`src/rtl/pll_phase_ctrl_if.sv`:
```
// Phase-step request channel between a requester and pll_phase_ctrl.
// The master issues requests; the slave (controller) reports progress.
interface pll_phase_ctrl_if #(
    parameter int unsigned STEP_W = 6
);
    logic              req_valid;
    logic              req_ready;
    logic [1:0]        req_sel;
    logic              req_dir;
    logic [STEP_W-1:0] req_steps;
    logic              done;
    logic              err;
    logic              busy;

    modport master (
        output req_valid, req_sel, req_dir, req_steps,
        input  req_ready, done, err, busy
    );

    modport slave (
        input  req_valid, req_sel, req_dir, req_steps,
        output req_ready, done, err, busy
    );
endinterface

```
`src/rtl/pll_phase_ctrl.sv`:
```
// ECP5 EHXPLLL controller: qualifies LOCK into a system reset and sequences
// dynamic phase steps. Clocked from the PLL reference so it runs while unlocked.
module pll_phase_ctrl #(
    parameter int unsigned LOCK_STABLE = 1024,
    parameter int unsigned SETUP_CYC   = 2,
    parameter int unsigned PULSE_CYC   = 4,
    parameter int unsigned GAP_CYC     = 4,
    parameter int unsigned STEP_W      = 6
) (
    input  logic             CLK_IN1,
    input  logic             RESET,
    input  logic             LOCKED,
    pll_phase_ctrl_if.slave  req,
    output logic             locked_sync,
    output logic             sys_reset,
    output logic [1:0]       PHASESEL,
    output logic             PHASEDIR,
    output logic             PHASESTEP,
    output logic             PHASELOADREG
);
    localparam logic [2:0] WAIT_LOCK = 3'd0;
    localparam logic [2:0] HOLD      = 3'd1;
    localparam logic [2:0] READY     = 3'd2;
    localparam logic [2:0] SETUP     = 3'd3;
    localparam logic [2:0] PULSE     = 3'd4;
    localparam logic [2:0] GAP       = 3'd5;

    localparam int unsigned HOLD_W = $clog2(LOCK_STABLE + 1);
    localparam int unsigned PH_MAX = (SETUP_CYC > PULSE_CYC)
        ? ((SETUP_CYC > GAP_CYC) ? SETUP_CYC : GAP_CYC)
        : ((PULSE_CYC > GAP_CYC) ? PULSE_CYC : GAP_CYC);
    localparam int unsigned PH_W = $clog2(PH_MAX + 1);

    localparam logic [HOLD_W-1:0] HOLD_LAST  = HOLD_W'(LOCK_STABLE - 1);
    localparam logic [PH_W-1:0]   SETUP_LAST = PH_W'(SETUP_CYC - 1);
    localparam logic [PH_W-1:0]   PULSE_LAST = PH_W'(PULSE_CYC - 1);
    localparam logic [PH_W-1:0]   GAP_LAST   = PH_W'(GAP_CYC - 1);

    logic              sync1_q, sync1_d, sync2_q, sync2_d;
    logic [2:0]        state_q, state_d;
    logic [HOLD_W-1:0] hold_cnt_q, hold_cnt_d;
    logic [PH_W-1:0]   ph_cnt_q, ph_cnt_d;
    logic [STEP_W-1:0] rem_q, rem_d;
    logic [1:0]        sel_q, sel_d;
    logic              dir_q, dir_d;
    logic              step_q, step_d;
    logic              sys_reset_q, sys_reset_d;
    logic              busy_q, busy_d;
    logic              done_q, done_d;
    logic              err_q, err_d;

    assign locked_sync   = sync2_q;
    // Ready must drop in the very cycle lock is lost, so it is not registered.
    assign req.req_ready = (state_q == READY) && locked_sync;
    assign req.done      = done_q;
    assign req.err       = err_q;
    assign req.busy      = busy_q;
    assign sys_reset     = sys_reset_q;
    assign PHASESEL      = sel_q;
    assign PHASEDIR      = dir_q;
    assign PHASESTEP     = step_q;
    assign PHASELOADREG  = 1'b1;

    always_comb begin
        sync1_d    = LOCKED;
        sync2_d    = sync1_q;
        state_d    = state_q;
        hold_cnt_d = hold_cnt_q;
        ph_cnt_d   = ph_cnt_q;
        rem_d      = rem_q;
        sel_d      = sel_q;
        dir_d      = dir_q;
        done_d     = 1'b0;
        err_d      = 1'b0;
        case (state_q)
            WAIT_LOCK: begin
                hold_cnt_d = '0;
                if (locked_sync) state_d = HOLD;
            end
            HOLD: begin
                if (!locked_sync) begin
                    state_d    = WAIT_LOCK;
                    hold_cnt_d = '0;
                end else if (hold_cnt_q == HOLD_LAST) begin
                    state_d    = READY;
                    hold_cnt_d = '0;
                end else begin
                    hold_cnt_d = hold_cnt_q + 1'b1;
                end
            end
            READY: begin
                if (!locked_sync) begin
                    state_d = WAIT_LOCK;
                end else if (req.req_valid) begin
                    sel_d    = req.req_sel;
                    dir_d    = req.req_dir;
                    rem_d    = req.req_steps;
                    ph_cnt_d = '0;
                    if (req.req_steps == '0) done_d = 1'b1;
                    else                     state_d = SETUP;
                end
            end
            SETUP, PULSE, GAP: begin
                if (!locked_sync) begin
                    state_d  = WAIT_LOCK;
                    err_d    = 1'b1;
                    rem_d    = '0;
                    ph_cnt_d = '0;
                end else begin
                    ph_cnt_d = ph_cnt_q + 1'b1;
                    if (state_q == SETUP && ph_cnt_q == SETUP_LAST) begin
                        state_d  = PULSE;
                        ph_cnt_d = '0;
                    end else if (state_q == PULSE && ph_cnt_q == PULSE_LAST) begin
                        state_d  = GAP;
                        ph_cnt_d = '0;
                        rem_d    = rem_q - 1'b1;
                    end else if (state_q == GAP && ph_cnt_q == GAP_LAST) begin
                        ph_cnt_d = '0;
                        if (rem_q != '0) begin
                            state_d = PULSE;
                        end else begin
                            state_d = READY;
                            done_d  = 1'b1;
                        end
                    end
                end
            end
            default: state_d = WAIT_LOCK;
        endcase
        // Outputs are registered decodes of the next state to keep PLL pins glitch-free.
        step_d      = (state_d != PULSE);
        busy_d      = (state_d == SETUP) || (state_d == PULSE) || (state_d == GAP);
        sys_reset_d = (state_d == WAIT_LOCK) || (state_d == HOLD);
    end

    always_ff @(posedge CLK_IN1 or posedge RESET) begin
        if (RESET) begin
            sync1_q     <= 1'b0;
            sync2_q     <= 1'b0;
            state_q     <= WAIT_LOCK;
            hold_cnt_q  <= '0;
            ph_cnt_q    <= '0;
            rem_q       <= '0;
            sel_q       <= 2'd0;
            dir_q       <= 1'b0;
            step_q      <= 1'b1;
            sys_reset_q <= 1'b1;
            busy_q      <= 1'b0;
            done_q      <= 1'b0;
            err_q       <= 1'b0;
        end else begin
            sync1_q     <= sync1_d;
            sync2_q     <= sync2_d;
            state_q     <= state_d;
            hold_cnt_q  <= hold_cnt_d;
            ph_cnt_q    <= ph_cnt_d;
            rem_q       <= rem_d;
            sel_q       <= sel_d;
            dir_q       <= dir_d;
            step_q      <= step_d;
            sys_reset_q <= sys_reset_d;
            busy_q      <= busy_d;
            done_q      <= done_d;
            err_q       <= err_d;
        end
    end
endmodule

```
`src/flat_wrapper.sv`:
```
// flat-port wrapper written by rule: the top's interface ports become plain ports
module pll_phase_ctrl_flat 
#(
    parameter int unsigned LOCK_STABLE = 1024,
    parameter int unsigned SETUP_CYC   = 2,
    parameter int unsigned PULSE_CYC   = 4,
    parameter int unsigned GAP_CYC     = 4,
    parameter int unsigned STEP_W      = 6
)
  (CLK_IN1, RESET, LOCKED, locked_sync, sys_reset, PHASESEL, PHASEDIR, PHASESTEP, PHASELOADREG, req_req_valid, req_req_sel, req_req_dir, req_req_steps, req_req_ready, req_done, req_err, req_busy);
  pll_phase_ctrl_if #(.STEP_W(STEP_W)) req_i ();
  input  logic CLK_IN1;
  input  logic RESET;
  input  logic LOCKED;
  output logic locked_sync;
  output logic sys_reset;
  output logic [1:0] PHASESEL;
  output logic PHASEDIR;
  output logic PHASESTEP;
  output logic PHASELOADREG;
  input wire logic [$bits(req_i.req_valid)-1:0] req_req_valid;
  input wire logic [$bits(req_i.req_sel)-1:0] req_req_sel;
  input wire logic [$bits(req_i.req_dir)-1:0] req_req_dir;
  input wire logic [$bits(req_i.req_steps)-1:0] req_req_steps;
  output wire logic [$bits(req_i.req_ready)-1:0] req_req_ready;
  output wire logic [$bits(req_i.done)-1:0] req_done;
  output wire logic [$bits(req_i.err)-1:0] req_err;
  output wire logic [$bits(req_i.busy)-1:0] req_busy;
  assign req_i.req_valid = req_req_valid;
  assign req_i.req_sel = req_req_sel;
  assign req_i.req_dir = req_req_dir;
  assign req_i.req_steps = req_req_steps;
  assign req_req_ready = req_i.req_ready;
  assign req_done = req_i.done;
  assign req_err = req_i.err;
  assign req_busy = req_i.busy;
  pll_phase_ctrl #(.LOCK_STABLE(LOCK_STABLE), .SETUP_CYC(SETUP_CYC), .PULSE_CYC(PULSE_CYC), .GAP_CYC(GAP_CYC), .STEP_W(STEP_W)) u_core (.CLK_IN1(CLK_IN1), .RESET(RESET), .LOCKED(LOCKED), .req(req_i), .locked_sync(locked_sync), .sys_reset(sys_reset), .PHASESEL(PHASESEL), .PHASEDIR(PHASEDIR), .PHASESTEP(PHASESTEP), .PHASELOADREG(PHASELOADREG));
endmodule
```
`config.mk`:
```
export PLATFORM = sky130hd
export DESIGN_NAME = pll_phase_ctrl_flat
export DESIGN_NICKNAME = d
export VERILOG_FILES = /design/src/rtl/pll_phase_ctrl_if.sv /design/src/rtl/pll_phase_ctrl.sv /design/src/flat_wrapper.sv
export SDC_FILE = /design/constraint.sdc
export NUM_CORES = 1
export LEC_CHECK = 0
export BUFFER_PORTS_ARGS = -buffer_cell sky130_fd_sc_hd__clkbuf_2
export CORE_MARGIN = 3
export CORE_UTILIZATION = 54
export DETAILED_ROUTE_END_ITERATION = 8
export PLACE_DENSITY = 0.75
export SYNTH_ARGS = -nofsm -noshare
export SYNTH_HDL_FRONTEND = slang
export SYNTH_SLANG_ARGS = --single-unit
```
`constraint.sdc`:
```
create_clock -name CLK_IN1 -period 2.39 [get_ports CLK_IN1]
set_input_delay 0.478 -clock CLK_IN1 [delete_from_list [all_inputs] [get_ports CLK_IN1]]
set_output_delay 0.478 -clock CLK_IN1 [all_outputs]
set_load 0.01 [all_outputs]
```
After elaboration in Yosys (flattened, before gate mapping):

Index checks and enable logic that the tools add are counted.

* $add $sub $neg: 3
* equality and inequality tests: 17
* muxes and demuxes: 39
* reductions and logical operators: 17

Operators by type and width (number)
* two-way mux 3 bit: 17
* two-way mux 6 bit: 5
* two-way mux 11 bit: 2
* case mux 11 bit (2 select lines): 1
* == test 3 x 2 -> 1 bit (second input constant): 4
* == test 3 bit (second input constant): 4
* case mux 3 bit (4 select lines): 1
* case mux 6 bit (2 select lines): 1
* adder 11 x 1 -> 11 bit (second input constant): 1
* == test 11 x 10 -> 1 bit (second input constant): 1
* two-way mux 1 bit: 10
* == test 3 x 1 -> 1 bit (second input constant): 3
* inequality test 3 bit (second input constant): 3
* logical NOT 3 bit: 2
* logical NOT 6 bit: 1
* case mux 3 bit (2 select lines): 1
* AND reduction 3 bit: 2
* nonzero test 6 bit: 1
* subtractor 6 x 1 -> 6 bit (second input constant): 1
* AND reduction 5 bit: 1
* logical AND 1 bit: 4
* nonzero test 2 bit: 2
* adder 3 x 1 -> 3 bit (second input constant): 1
* logical OR 1 bit: 3
* 4 further kinds: 4

* register bits after elaboration: 33
* input bits: 13
* output and inout bits: 11

Longest topological paths before layout:

Gate-level depths: netlist of the first run.

* depth after elaboration: 10
* mapped depth: 8
* depth with buffers taken out: 7

Worst setup path before layout of the first run:

OpenSTA, ideal clock, no wires.

* path kind: register to register
* from: register u_core.hold_cnt_q[0]
* to: register u_core.busy_q (netlist: u_core.req.busy)
* data arrival time: 1683 ps
* required time: 2251 ps
* slack: 568 ps
* stages on the path, launching flop included: 7
* period minus slack after synthesis: 1822 ps
* cells stage by stage: dfrtp_1 > ha_1 > nand3_2 > or3_4 > o21a_4 > nor4_4 > o22ai_1

* word-level cells in the longest chain between the ends: 7
* elaborated cells between the ends (all ways): 9
* those cells by class: 4 x eq/ne; 3 x mux; 2 x reduce/logical

RTL lines
* start: declaration: line pll_phase_ctrl.sv:41 `logic [HOLD_W-1:0] hold_cnt_q, hold_cnt_d;`
* start signal: assignment: line pll_phase_ctrl.sv:156 `hold_cnt_q <= hold_cnt_d;`
* == test 11 x 10 -> 1 bit (*): line pll_phase_ctrl.sv:84 `end else if (hold_cnt_q == HOLD_LAST) begin`
* two-way mux 3 bit (*): line pll_phase_ctrl.sv:84
* two-way mux 3 bit (*): line pll_phase_ctrl.sv:81 `if (!locked_sync) begin`
* case mux 3 bit (4 select lines) (*): line pll_phase_ctrl.sv:75 `case (state_q)`
* == test 3 x 2 -> 1 bit or == test 3 bit (tied branches): line pll_phase_ctrl.sv:133 `busy_d = (state_d == SETUP) || (state_d == PULSE) || (state_d == GAP);`
* logical OR 1 bit: line pll_phase_ctrl.sv:133
* logical OR 1 bit (*): line pll_phase_ctrl.sv:133
* net u_core.busy_d: line pll_phase_ctrl.sv:48 `logic busy_q, busy_d;`
* end signal: assignment: line pll_phase_ctrl.sv:163 `busy_q <= busy_d;`
* end: declaration: line pll_phase_ctrl.sv:48

Mark *: on every way through the listed nets, which the timed path passes. The rest lies on a longest branch.
A chain may end at the register's enable or synchronous reset.

Final worst setup path of the first run:

Ends and elaborated chain as after synthesis.

==> summary.txt, run 1 <==
Critical path
  – WP data required: between 2 and 3 ns
  – Arr. time, crit path: between 2 and 2.5 ns
  – CP Capture Type: flop
  – Worst R2R Start: u_core.hold_cnt_q[0]
  – Start-to-end type of the worst setup path: reg -> reg
  – Crit path launch type: flop
  – CP startpoint: u_core.hold_cnt_q[0]
  – Critical path fanouts, max: 5

Drt
  – Vias/cell: roughly 5.9
  – Via count: about 1500
  – DRT antenna net count: 0
  – DR iter-0 viols: 100
  – Routed wire per std cell: 15.29 um
  – Drc violations: 0
  – Total Routed Length: 3913 um
  – Pre-antenna DRT Iters: 4

STA
  – Final Hold Viols: 0
  – Final worst path period share: 0.8413
  – FMAX: 497.3 MHz
  – Setup tns final: 0 ns
  – Min setup slack post-route: 0.3792 ns
  – Fin crit period: about 2.0 ns
  – Slew margin rel.: 0.5036
  – Final setup viols: 0
  – Setup Skew: between 0.01 and 0.015 ns
  – RSZ-0062 raised after global routing: no
  – Fin. max-slew vios: 0
  – Worst-Margin Slew: 0.7419 ns

Min path
  – Hold crit path type: in -> async

Clock network
  – Post_cts resized: 0
  – CTS Sinks: 33
  – Root buffer cell: clkbuf_4
  – Clk_lat worst skew: between 0.3 and 0.4 ns
  – Number of CTS-inserted buffers: 5
  – H-tree level count: 2
  – Clock transition at the registers of the reported paths: ~0.11 ns
  – # Post-CTS Setup Buffers: 0
  – Clock Tree Buf Depth: 2
  – CTS tree: yes
  – Quantity of hold-fixing buffers added after cts: 0

Global route
  – GRT Util Overall: 0.2139
  – Gr ovfl total: 0
  – Vias in the first global route: 1543
  – Initial antenna violation count: 0
  – First-pass GRT wire length: 6893 um
  – Largest net degree at the start of global routing: 34

Place
  – Detail Placement HPWL: ~3000 um
  – Setup WS pre-CTS: between 0.4 and 0.5 ns
  – Port Buffers: 22
  – GP Congestion: a little over 0.9

Logic synthesis
  – Synthesized net count: approximately 210
  – Most frequent cells after synthesis: dfrtp_1, nand2_1, nor2_1, a21oi_1, o21ai_0
  – Cell with the most instances after synthesis: dfrtp_1
  – Yosys warns: 0
  – Top cells by area, synth: dfrtp_1, a21oi_1, o21ai_0, ha_1, nand2_1
  – Seq/Total Area, Yosys: 0.4597
  – Top-area cell type share of the netlist area: 0.4306
  – EDFF count, synth: 0
  – Cell variety after synth: 50
  – Yosys reg bits: 33
  – Netlist Area Pre-Place: 0.001802 mm^2
  – Cells after Synth: 190
  – Syn Area/Cell: between 9 and 10 um^2
  – Main flop type after synthesis: dfrtp_1
  – Cell taking the most area after synthesis: dfrtp_1
  – Ys async rst share: 1.000

Layout
  – Syn-to-layout area delta: 10.76%
  – Post-layout util: 0.6380
  – Ratio of cells with drive above 1 in the final layout: 0.2170
  – Antenna cells: 0
  – # nets final: between 200 and 250
  – Fillcell total: 287

Die
  – Die height: between 60 and 70 um
  – Die Wd: 63.76 um
  – # rows: 20
  – Core Area: between 0.003 and 0.004 mm^2
  – Initial core utilization: 0.5760
  – # IOs: 24
  – Die ar.: approximately 0.0041 mm^2

Power and ir drop
  – Power Density: 490.3 mW/mm^2
  – Peak supply drop: around 0.42 mV
  – LEAKAGE: between 0.9 and 1 nW

Status
  – Status: finished clean

Job
  – Max-cap violation count: 0
-- routing by layer --
layer | track usage | wire length (um) | up-vias | share of wire
met5 | 0 | 0 | - | 0
met4 | 0.07278 | 63 | 0 | 0.016
met3 | 0.04218 | 187 | 10 | 0.048
met2 | 0.3859 | 2028 | 44 | 0.52
met1 | 0.2523 | 1633 | 722 | 0.42
li1 | - | - | 725 | -
-- cells by family after synthesis --
kind of cell | share of synthesized area
simple gates | 0.2299
compound gates | 0.2007
flops | 0.4597
buf+inv | 0.03958
fa+ha+maj | 0.03472
xor+xnor | 0.01459
mux | 0.01875
other cells | 0.002081
-- final timing paths --
kind | endpoint | slack (ns) | depth (start not counted)
max | u_core.req.busy | 0.38 | 6
min | u_core.hold_cnt_q[2] | 0.19 | 3
max reg2reg | u_core.req.busy | 0.38 | 6
min reg2reg | u_core.locked_sync | 0.36 | 0
max in group asynchronous | u_core.sys_reset | 1.85 | 3
min in group CLK_IN1 | u_core.sync1_q | 0.25 | 1
-- power by group --
part / internal, mW / switching, mW
registers: 0.565 / 0.0141
logic: 0.0290 / 0.0393
clock network: 0.144 / 0.187
-- cell type report --
cell class              instances  area (um^2)  area share
multi-input cells             140        902.1      0.4520
flip-flops and latches         33        828.3      0.4150
repair buffers                 23        117.6     0.05893
clock buffers                   7        55.05     0.02759
well taps                      44        55.05     0.02759
inverters                       8        30.03     0.01505
clock inverters                 1        7.507    0.003762
-- critical path, stage by stage, from the launching register on --
cell and delay, ns:
dfrtp_1 0.41, ha_1 0.22, nand3_2 0.13, or3_4 0.43, o21a_4 0.22, nor4_4 0.33
o22ai_1 0.12
-- stage by stage --
stage	instance area [um^2]	power (mW)	instances	hold WS, ns
2_1_floorplan	1802	0.6342	190	0.3312
6_report	1996	0.9785	256	0.1930
5_1_grt	1996	1.026	256	0.2227
3_3_place_gp	1933	0.6543	248	0.3348
4_1_cts	1996	0.9909	256	0.1989
3_5_place_dp	1933	0.6572	248	0.3364
-- state kept, by name, summed over array words and instances (netlist names) --
register / flops
u_core.req.busy: 1
u_core.PHASEDIR: 1
u_core.state_q: 3
u_core.sync1_q: 1
u_core.rem_q: 6
u_core.sys_reset: 1
u_core.locked_sync: 1
u_core.req.done: 1
u_core.PHASESEL: 2
u_core.ph_cnt_q: 3
u_core.req.err: 1
u_core.PHASESTEP: 1
u_core.hold_cnt_q: 11
-- placed cells by master (no fill, tap or decap), drive strengths merged, types with 4 or more instances in the layout --
| master | count |
|---|---|
| ha | 5 |
| nand2 | 16 |
| nor2 | 16 |
| nor3 | 5 |
| a21oi | 15 |
| dfrtp | 31 |
| nand4 | 4 |
| clkbuf | 29 |
| o21ai | 19 |
| inv | 8 |
| a31oi | 5 |
| nand3 | 5 |
| and3 | 4 |
Note: power is estimated with default switching activity, not from simulation.
==> run 2, diff against run 1 <==
clock period = 2 ns   (was 2.39 ns; I/O delays follow)
==> run 2 against run 1 <==
Clock skew about the same. Clock power increased by 31%. Die area did not move. Sequential cell count did not move. Sequential share of layout area shrank 1.5 points. Power rose by 25%. Sequential power is 18% higher. Worst hold slack lost 0.084 ns. Combinational power up 54%. Global-route usage is 1.1 points higher. Largest cell class unchanged. Highest routed layer unchanged.
==> summary.txt, run 2 (synthesized netlist as in run 1, its figures left out) <==
Drt
  – Vias/cell: 5.902 (+0.65%)
  – Total Routed Length: 4022 um (+2.8%)
  – Pre-antenna DRT Iters: 4 (unchanged)
  – DR iter-0 viols: 73 (-27%)
  – Routed wire per std cell: 15.23 um (-0.33%)
  – Drc violations: 0 (unchanged)
  – Via count: 1558 (+3.8%)
  – DRT antenna net count: 0 (unchanged)

Clock network
  – Number of CTS-inserted buffers: 5 (unchanged)
  – Root buffer cell: clkbuf_4
  – Clock transition at the registers of the reported paths: 0.11 ns (about the same)
  – Quantity of hold-fixing buffers added after cts: 0 (unchanged)
  – Clock Tree Buf Depth: 2 (unchanged)
  – CTS tree: yes
  – Clk_lat worst skew: 0.34 ns (about the same)
  – H-tree level count: 2 (unchanged)
  – CTS Sinks: 33 (unchanged)

Min path
  – Hold crit path type: in -> async

STA
  – Fin. max-slew vios: 0 (unchanged)
  – Final Hold Viols: 0 (unchanged)
  – Fin crit period: between 1.5 and 2 ns
  – Setup Skew: 0.01221 ns (-0.0002687 ns)
  – FMAX: 535.1 MHz
  – Setup tns final: 0 ns (unchanged)
  – Min setup slack post-route: 0.1312 ns (-0.2480 ns)
  – Hold WS: 0.1092 ns (-0.08378 ns)
  – Final setup viols: 0 (unchanged)
  – Final worst path period share: 0.9344
  – RSZ-0062 raised after global routing: no

Power and ir drop
  – LEAKAGE: 0.9858 nW (+5.0%)
  – Power Density: 590.0 mW/mm^2 (+20%)
  – Peak supply drop: 0.4719 mV (+12%)

Status
  – Status: finished clean

Critical path
  – Crit-path max cell delay: 0.44 ns (about the same)
  – Start-to-end type of the worst setup path: reg -> out
  – CP Capture Type: output pin
  – WP data required: 1.60 ns (-0.98 ns)
  – Critical path fanouts, max: 8 (+3)
  – Crit path launch type: flop
  – Max stage delay cell, worst path: dfrtp_1
  – Arr. time, crit path: 1.47 ns (-0.73 ns)
  – Critical-path cell list: buf_4 -> and4bb_2 -> clkbuf_2

Global route
  – GRT Util Overall: 0.2251 (+0.01118)
  – Gr ovfl total: 0 (unchanged)
  – First-pass GRT wire length: 7100 um (+3.0%)
  – Initial antenna violation count: 0 (unchanged)
  – Largest net degree at the start of global routing: 34 (unchanged)
  – Vias in the first global route: 1541 (-0.13%)

Die
  – Initial core utilization: 0.5760 (unchanged)
  – Die height: 63.76 um (unchanged)
  – # IOs: 24 (unchanged)
  – # rows: 20 (unchanged)
  – Die Wd: 63.76 um (unchanged)
  – Die ar.: 0.004065 mm^2 (unchanged)
  – Core Area: 0.003128 mm^2 (unchanged)

Place
  – GP Congestion: 0.8918 (-3.1%)
  – Detail Placement HPWL: 2925 um (-1.1%)
  – Setup WS pre-CTS: 0.04924 ns (-0.3604 ns)
  – Port Buffers: 22 (unchanged)

Layout
  – Syn-to-layout area delta: 14.93%
  – Ratio of cells with drive above 1 in the final layout: 0.2636 (+0.04666)
  – Largest register FFs: 11 (unchanged)
  – # nets final: 237 (+3.5%)
  – Most frequent cells in the layout: dfrtp_1, clkbuf_2, nand2_1, nor2_1, a21oi_1
  – Biggest register: u_core.hold_cnt_q
  – Antenna cells: 0 (unchanged)
  – Top flop regs: u_core.hold_cnt_q x11, u_core.rem_q x6
  – Commonest non-fill, non-tap cell in the layout: dfrtp_1

Job
  – Max-cap violation count: 0 (unchanged)
-- run 2: cell count changes in the layout (fill, tap and decap cells not counted), sizes merged --
| cell | change |
|---|---|
| clkinvlp | -1 |
| buf | +8 |
| clkinv | +1 |
-- run 2: final cells by class --
class                      count  area, um^2
sequential                    33       828.3
tap                           44       55.05
timing repair buffer          31       177.7
clock inverter                 1       5.005
clock buffer                   7       65.06
fill                         254        1057
multi-input combinational    140       909.6
inverter                       8       30.03
-- run 2: report_power, final --
part	leakage, nW	switching (mW)	internal, mW
clock network	0.0413	0.230	0.204
registers	0.415	0.00811	0.675
logic	0.529	0.0599	0.0452
-- run 2: per-stage QoR --
| step | total power [mW] | instance area (um^2) | util | cells |
|---|---|---|---|---|
| floorplan | 0.7579 | 1802 | - | 190 |
| global placement | 0.7909 | 1978 | 0.6324 | 254 |
| detailed placement | 0.7953 | 1978 | 0.6324 | 254 |
| CTS | 1.225 | 2048 | 0.6548 | 262 |
| global route | 1.275 | 2071 | 0.6620 | 264 |
| finish | 1.222 | 2071 | 0.6620 | 264 |
-- run 2: metal layers --
metal	share of wire	GRT usage	vias up
li1	-	-	738
met1	0.43	0.2703	755
met2	0.50	0.3846	53
met3	0.052	0.06151	12
met4	0.026	0.08356	0
met5	0	0	-
-- run 2: final timing paths --
kind	startpoint	end	slack [ns]	cells past startpoint
worst max-delay path	u_core.state_q[2]	req_req_ready	0.13	3
worst min-delay path	RESET	u_core.hold_cnt_q[0]	0.11	3
worst max register to register	u_core.hold_cnt_q[0]	u_core.hold_cnt_q[3]	0.15	6
worst min register to register	u_core.sync1_q	u_core.locked_sync	0.36	0
max in group asynchronous	RESET	u_core.sys_reset	1.56	3
min in group CLK_IN1	LOCKED	u_core.sync1_q	0.17	1
-- run 2: repair_timing --
item | 4_1_cts | 5_1_grt
resized for setup | 0 | 3
setup endpoints to repair | 0 | 7
setup buffers | 0 | 2
-- run 2: worst max-delay path, delay by kind of cell (launching register included) --
kind	cells	cell delay [ns]
buffers and inverters	2	0.33
flip-flops	1	0.44
AND/OR/NAND/NOR	1	0.35
